<file path="src/rtl/acc_bank.sv">
// ---------------------------------------------------------------------------
// acc_bank -- small bank of WIDTH-bit working registers with a shared ALU.
//
// One register (wr_addr) may be updated per clock by load / clear /
// increment / decrement / shift / rotate. A free-running phase counter
// optionally gates writes to its last phase. Carry and zero flags record
// the outcome of the most recent committed operation.
//
// Ports
//   clk        in   rising-edge clock
//   reset      in   asynchronous active-low reset
//   enable     in   operation strobe
//   mode       in   [2:0] operation select (000 hold .. 111 rotate left)
//   wr_addr    in   [AW-1:0] target register
//   rd_addr    in   [AW-1:0] read-port select
//   D          in   [WIDTH-1:0] load data
//   ser_in     in   serial bit shifted in by the shift modes
//   Q          out  [WIDTH-1:0] register[rd_addr], combinational, 0 if out of range
//   c_flag     out  carry / borrow / shifted-out bit of the last commit
//   z_flag     out  result of the last commit was zero
//   phase      out  [PW-1:0] phase count 0..PHASES-1
//   phase_last out  phase == PHASES-1
// ---------------------------------------------------------------------------
module acc_bank #(
   parameter int WIDTH       = 4,
   parameter int NREGS       = 4,
   parameter int PHASES      = 2,
   parameter int COMMIT_LAST = 0,
   localparam int AW = (NREGS  > 2) ? $clog2(NREGS)  : 1,
   localparam int PW = (PHASES > 2) ? $clog2(PHASES) : 1
) (
   input  logic             clk,
   input  logic             reset,
   input  logic             enable,
   input  logic [2:0]       mode,
   input  logic [AW-1:0]    wr_addr,
   input  logic [AW-1:0]    rd_addr,
   input  logic [WIDTH-1:0] D,
   input  logic             ser_in,
   output logic [WIDTH-1:0] Q,
   output logic             c_flag,
   output logic             z_flag,
   output logic [PW-1:0]    phase,
   output logic             phase_last
);

   logic [NREGS-1:0][WIDTH-1:0] regs_q, regs_d;
   logic                        c_q, c_d;
   logic                        z_q, z_d;
   logic [PW-1:0]               phase_q, phase_d;

   logic [WIDTH-1:0]            cur_s;
   logic [WIDTH-1:0]            res_s;
   logic                        cout_s;
   logic                        last_s;
   logic                        addr_ok_s;
   logic                        commit_s;

   // Phase decode and commit qualification
   always_comb begin
      last_s    = (phase_q == PW'(PHASES - 1));
      addr_ok_s = (32'(wr_addr) < NREGS);
      commit_s  = enable && (mode != 3'b000) && addr_ok_s &&
                  ((COMMIT_LAST == 0) || last_s);
   end

   // Operand fetch: current contents of the target register (0 when out of range)
   always_comb begin
      cur_s = '0;
      for (int i = 0; i < NREGS; i++) begin
         cur_s = (wr_addr == AW'(i)) ? regs_q[i] : cur_s;
      end
   end

   // ALU: result and carry-out for each mode; the extra bit of each
   // concatenation is the carry, borrow or the bit pushed off the end
   always_comb begin
      res_s  = cur_s;
      cout_s = c_q;
      case (mode)
         3'b001:  begin res_s = D;  cout_s = 1'b0; end
         3'b010:  begin res_s = '0; cout_s = 1'b0; end
         3'b011:  {cout_s, res_s} = {1'b0, cur_s} + (WIDTH + 1)'(1);
         3'b100:  {cout_s, res_s} = {1'b0, cur_s} - (WIDTH + 1)'(1);
         3'b101:  {cout_s, res_s} = {cur_s, ser_in};
         3'b110:  {res_s, cout_s} = {ser_in, cur_s};
         3'b111:  {cout_s, res_s} = {cur_s, cur_s[WIDTH-1]};
         default: begin res_s = cur_s; cout_s = c_q; end
      endcase
   end

   // Next-state: only the addressed register and the flags change on a commit
   always_comb begin
      regs_d  = regs_q;
      c_d     = c_q;
      z_d     = z_q;
      phase_d = last_s ? '0 : phase_q + PW'(1);
      if (commit_s) begin
         for (int i = 0; i < NREGS; i++) begin
            regs_d[i] = (wr_addr == AW'(i)) ? res_s : regs_q[i];
         end
         c_d = cout_s;
         z_d = (res_s == '0);
      end else begin
         regs_d = regs_q;
         c_d    = c_q;
         z_d    = z_q;
      end
   end

   // State registers with asynchronous clear
   always_ff @(posedge clk or negedge reset) begin
      if (!reset) begin
         regs_q  <= '0;
         c_q     <= 1'b0;
         z_q     <= 1'b0;
         phase_q <= '0;
      end else begin
         regs_q  <= regs_d;
         c_q     <= c_d;
         z_q     <= z_d;
         phase_q <= phase_d;
      end
   end

   // Read port: stored contents only, so a same-cycle write is not visible
   always_comb begin
      Q = '0;
      for (int i = 0; i < NREGS; i++) begin
         Q = (rd_addr == AW'(i)) ? regs_q[i] : Q;
      end
   end

   assign c_flag     = c_q;
   assign z_flag     = z_q;
   assign phase      = phase_q;
   assign phase_last = last_s;

endmodule

</file>
<file path="config.mk">
export PLATFORM = sky130hd
export DESIGN_NAME = acc_bank
export DESIGN_NICKNAME = d
export VERILOG_FILES = /design/src/rtl/acc_bank.sv
export SDC_FILE = /design/constraint.sdc
export NUM_CORES = 1
export LEC_CHECK = 0
export ABC_AREA = 1
export CORE_MARGIN = 2
export CORE_UTILIZATION = 45
export DETAILED_ROUTE_END_ITERATION = 6
export PLACE_DENSITY = 0.73
export SLEW_MARGIN = 20
export SYNTH_ARGS = -nofsm -noshare
export SYNTH_HDL_FRONTEND = slang
export SYNTH_SLANG_ARGS = --single-unit
</file>
<file path="constraint.sdc">
create_clock -name clk -period 2.24 [get_ports clk]
set_input_delay 0.336 -clock clk [delete_from_list [all_inputs] [get_ports clk]]
set_output_delay 0.336 -clock clk [all_outputs]
set_load 0.1 [all_outputs]
</file>
# ---- Word level (Yosys, flattened, before mapping)
# Cells that the tools add are included.
dict set report totals {
  register_bits 19
  inputBits 15
  out_inout_bits 8
  word_cells 47
}
dict set report classes {
  add_sub_neg 3
  eq_ne 13
  mux 11
  reduce_logical 13
}
# op n
set op_table {}
lappend op_table {{$mux W4} 8}
lappend op_table {{$pmux W4 S7} 1}
lappend op_table {{$eq A3 B3 Y1 const B} 4}
lappend op_table {{$reduce_and A2 Y1} 5}
lappend op_table {{$eq A2 B2 Y1 const B} 4}
lappend op_table {{$eq A3 B2 Y1 const B} 2}
lappend op_table {{$add A4 B1 Y5 const B} 1}
lappend op_table {{$pmux W1 S5} 1}
lappend op_table {{$reduce_bool A5 Y1} 1}
lappend op_table {{$sub A4 B1 Y5 const B} 1}
lappend op_table {{$eq A2 B1 Y1 const B} 2}
lappend op_table {{$logic_not A2 Y1} 2}
lappend op_table {{$logic_not A4 Y1} 1}
lappend op_table {{$reduce_or A2 Y1} 2}
lappend op_table {{$eq A3 B1 Y1 const B} 1}
lappend op_table {{$reduce_bool A3 Y1} 1}
lappend op_table {{$add A1 B1 Y1 const B} 1}
lappend op_table {{$logic_and A1 B1 Y1} 1}
lappend op_table {{$mux W1} 1}

# ---- Longest topological paths before layout
dict set report logic_depth {
  ltp_word 8
  mapped_depth 16
  ltp_nobuf 15
}

# ---- Least setup slack after synthesis
# No wires, ideal clock.
dict set report synth_timing {
  path_type {input to output}
  start {in rd_addr[0]}
  end {out Q[1]}
  t_arrival_ns 2.384
  required_time_ns 1.904
  path_slack_ns -0.480
  path_stages 4
  n_path_buf 1
  path_cell_list {clkbuf_1 > nor2_1 > nand2_1 > a32oi_1}
}
dict set report synth_between {
  elab_chain_cells 5
  elab_cells_between_ends 8
  classes_between {eq/ne (3); mux (4); reduce/logical (1)}
}
# element line_no
set synth_rtl {}
lappend synth_rtl {{from (decl)} 37} ;# input logic [AW-1:0] rd_addr,
lappend synth_rtl {{$logic_not A2 Y1} 130} ;# Q = (rd_addr == AW'(i)) ? regs_q[i] : Q;
lappend synth_rtl {{$mux W4 (3 in series)} 130}
lappend synth_rtl {{$mux W4 *} 130}
lappend synth_rtl {{to (decl)} 40} ;# output logic [WIDTH-1:0] Q,
# Every way passes the cells marked *; elsewhere a longest branch is shown, timed or not.

# ---- Worst setup path after layout
# Same ends and word-level chain as after synthesis.

==> results_dict.tcl <==
set metrics [dict create \
    status "finished clean" \
    synthesis.area_um2 1550 \
    cts_buffer_depth 2 \
    p_leak_uw 0.00107 \
    drtPass1Iterations 4 \
    ys.flop_type "dfrtp_1" \
    slew_viol_final 0 \
    fin_nets 294 \
    worstPathCellList "clkdlybuf4s50_1 > nor2_1 > nand2_1 > a32oi_2 > buf_12" \
    grt_max_degree 20 \
    avgRoutedWirePerCell_um 12.4 \
    yosys-top-cells-count "nand2_1 (73), nand3_1 (28), inv_1 (23), dfrtp_1 (19), o21ai_0 (12)" \
    core_area_um2 3310 \
    finalPower_uw 1390 \
    reg2reg_depth 13 \
    post_cts_buffers 0 \
    synth.avg_cell_area_um2 6.83 \
    rows 21 \
    rsz0062_at_grt "false" \
    synth.top_cells.by_area "dfrtp_1 (31%), nand2_1 (18%), nand3_1 (9.0%)" \
    area_growth_pct 33.7 \
    seq_area_frac_synth_pct 30.7 \
    final_layout_size_suffix_gt1_share_pct 26.4 \
    drc 0 \
    ys_ff_latch 19 \
    synth.distinct_cells 31 \
    grt_pass1_vias 1568 \
    yosysTopAreaCell "dfrtp_1" \
    vias_per_cell 4.96 \
    slowest_delay_ns 0.52 \
    start_kind "input port" \
    cts-htree-levels 1 \
    cts_tree "yes" \
    synth_most_common_cell "nand2_1" \
    path_clk_slew_ns 0.10 \
    cts.sinks 19 \
    die_x_um 62.7 \
    diodes 0 \
    place.gp.congestion 0.932 \
    dp_hpwl_mm 3.28 \
    end_kind "primary output" \
    cts_buffers 3 \
    clock_latency_ns 0.29 \
    clockRootBuffer "clkbuf_4" \
    maxSlewHeadroom_pct 76.1 \
    worstSetupEndpoint "Q[1]" \
    crit_family "buffers and inverters" \
    synth.yosys.warnings 0 \
    tightest_slew_ns 0.358 \
    crit_arrival_ns 1.73 \
    reg2reg_from "regs_q[4]" \
    fmax_ghz 0.485 \
    syn-num-nets 244 \
    gr-usage-all-layers_pct 22.2 \
    cts_hold_buf 0 \
    reg2reg_slack_ns 0.46 \
    seq_area_um2 475 \
    synth_edf_count 0 \
    synth_top_area_share_pct 30.7 \
    antenna_left 0 \
    fin_ws_ns 0.179 \
    port_buffers 22 \
    place_ws_ns -0.284 \
    peakVddDrop_v 0.000420 \
    die-area_um2 3930 \
    min_period_ns 2.06 \
    die_h_um 62.7 \
    drv_cap 0 \
    path_buf_inv 2 \
    clock_skew_ns 0.00253 \
    p_per_area_nw_per_um2 669 \
    setup_viol 0 \
    startpoint "rd_addr[0]" \
    fillers 334 \
    async_flop_share_pct 100 \
    cp_num_cells 5 \
    ioPinCount 23 \
    synthCells 227 \
    hold_viol_final 0 \
    antenna_found_initial 0 \
    hp-class "in2async" \
    drt_iter0_drc 98 \
    path_max_fanout 8 \
    timing.rr.end "z_flag" \
    cp_slowest_cell "clkdlybuf4s50_1" \
    wirelength_mm 3.98 \
    start_util_pct 46.8 \
    via_count 1598 \
    gr-total-overflow 0 \
    post-route-period-util_pct 92.0 \
    grt_pass1_wl_mm 7.00 \
    crit_required_ns 1.90 \
    multiInputGateArea_um2 926 \
    critical_path_class "in2out" \
]
## state kept, by name (all words and copies together), names as in the netlist
| name | count |
|---|---|
| regs_q | 16 |
| c_flag | 1 |
| phase | 1 |
| z_flag | 1 |
## worst register-to-register path, cell delays in order, from the launching register on
cell     delay (ns)
dfrtp_1        0.45
o21ai_1        0.16
nand3_2        0.09
nand2_2        0.08
ha_1           0.22
inv_1          0.07
o21ai_0        0.08
nor2_1         0.10
nand3_1        0.08
nor2_1         0.10
nand2_1        0.07
a21oi_2        0.11
nand2_1        0.06
nand2_1        0.05
## placed cells by master (no fill, tap or decap), types with 3 or more instances in the layout
cell and count:
nand3_1 28, inv_2 6, nor2_2 3, o21ai_1 9, nand2_2 4, clkdlybuf4s50_1 12
buf_12 4, o21ai_0 11, dfrtp_1 19, nor2_1 11, buf_4 31, nand4_2 3
nand4_1 3, inv_1 23, clkbuf_4 3, nand3b_1 3, nand2_1 73, nand3_2 8
## what timing repair did
action | CTS | global route
endpoints found under the hold margin | 0 | 0
gates resized for setup | 0 | 3
setup endpoints to repair | 0 | 17
## worst min path at each step
stage	startpoint	endpoint	slack, ns
after floorplan	reset	c_flag	0.04
after global placement	phase	phase	0.43
after detailed placement	phase	phase	0.44
after CTS	reset	regs_q[4]	0.37
after global routing	reset	regs_q[5]	0.39
final	reset	regs_q[2]	0.36
## cell families after synthesis
kind of cell             Yosys count  share of synthesized area [%]
flip-flops                        19                           30.7
AO/OA/AOI/OAI                     27                           10.3
buffers and inverters             37                           10.5
adder cells (fa/ha/maj)            2                           1.61
AND/OR/NAND/NOR                  142                           46.9
## final cells by class
| type | count | share of cell area (%) |
|---|---|---|
| clock buffers | 3 | 1.09 |
| clock inverters | 1 | 0.241 |
| inverters | 33 | 6.22 |
| multi-input cells | 171 | 44.7 |
| flip-flops and latches | 19 | 22.9 |
| well taps | 46 | 2.78 |
| repair buffers | 49 | 22.1 |
## where the power goes
part           switching [uW]  total [uW]  internal (uW)
clock                     102         168           66.5
sequential               84.3         499            415
combinational             445         720            275
total                     631        1390            756
## layer usage
| metal | up-vias | wire (um) | global-route usage, % |
|---|---|---|---|
| li1 | 834 | - | - |
| met1 | 718 | 2030 | 34.2 |
| met2 | 38 | 1700 | 32.9 |
| met3 | 8 | 174 | 1.80 |
| met4 | 0 | 73 | 6.39 |
| met5 | - | 0 | 0 |
## stage by stage
stage                     cell area [um2]  setup TNS [ns]  util (%)  hold WS, ns  cells
final                                2070               0      62.6        0.361    322
after global routing                 2070               0      62.6        0.386    322
after CTS                            2070               0      62.5        0.372    322
after detailed placement             2040           -3.82      61.6        0.444    318
after global placement               2040           -3.05      61.6        0.432    318
after floorplan                      1560               0         -       0.0404    227
No activity file was read; power rests on OpenSTA's default activity.
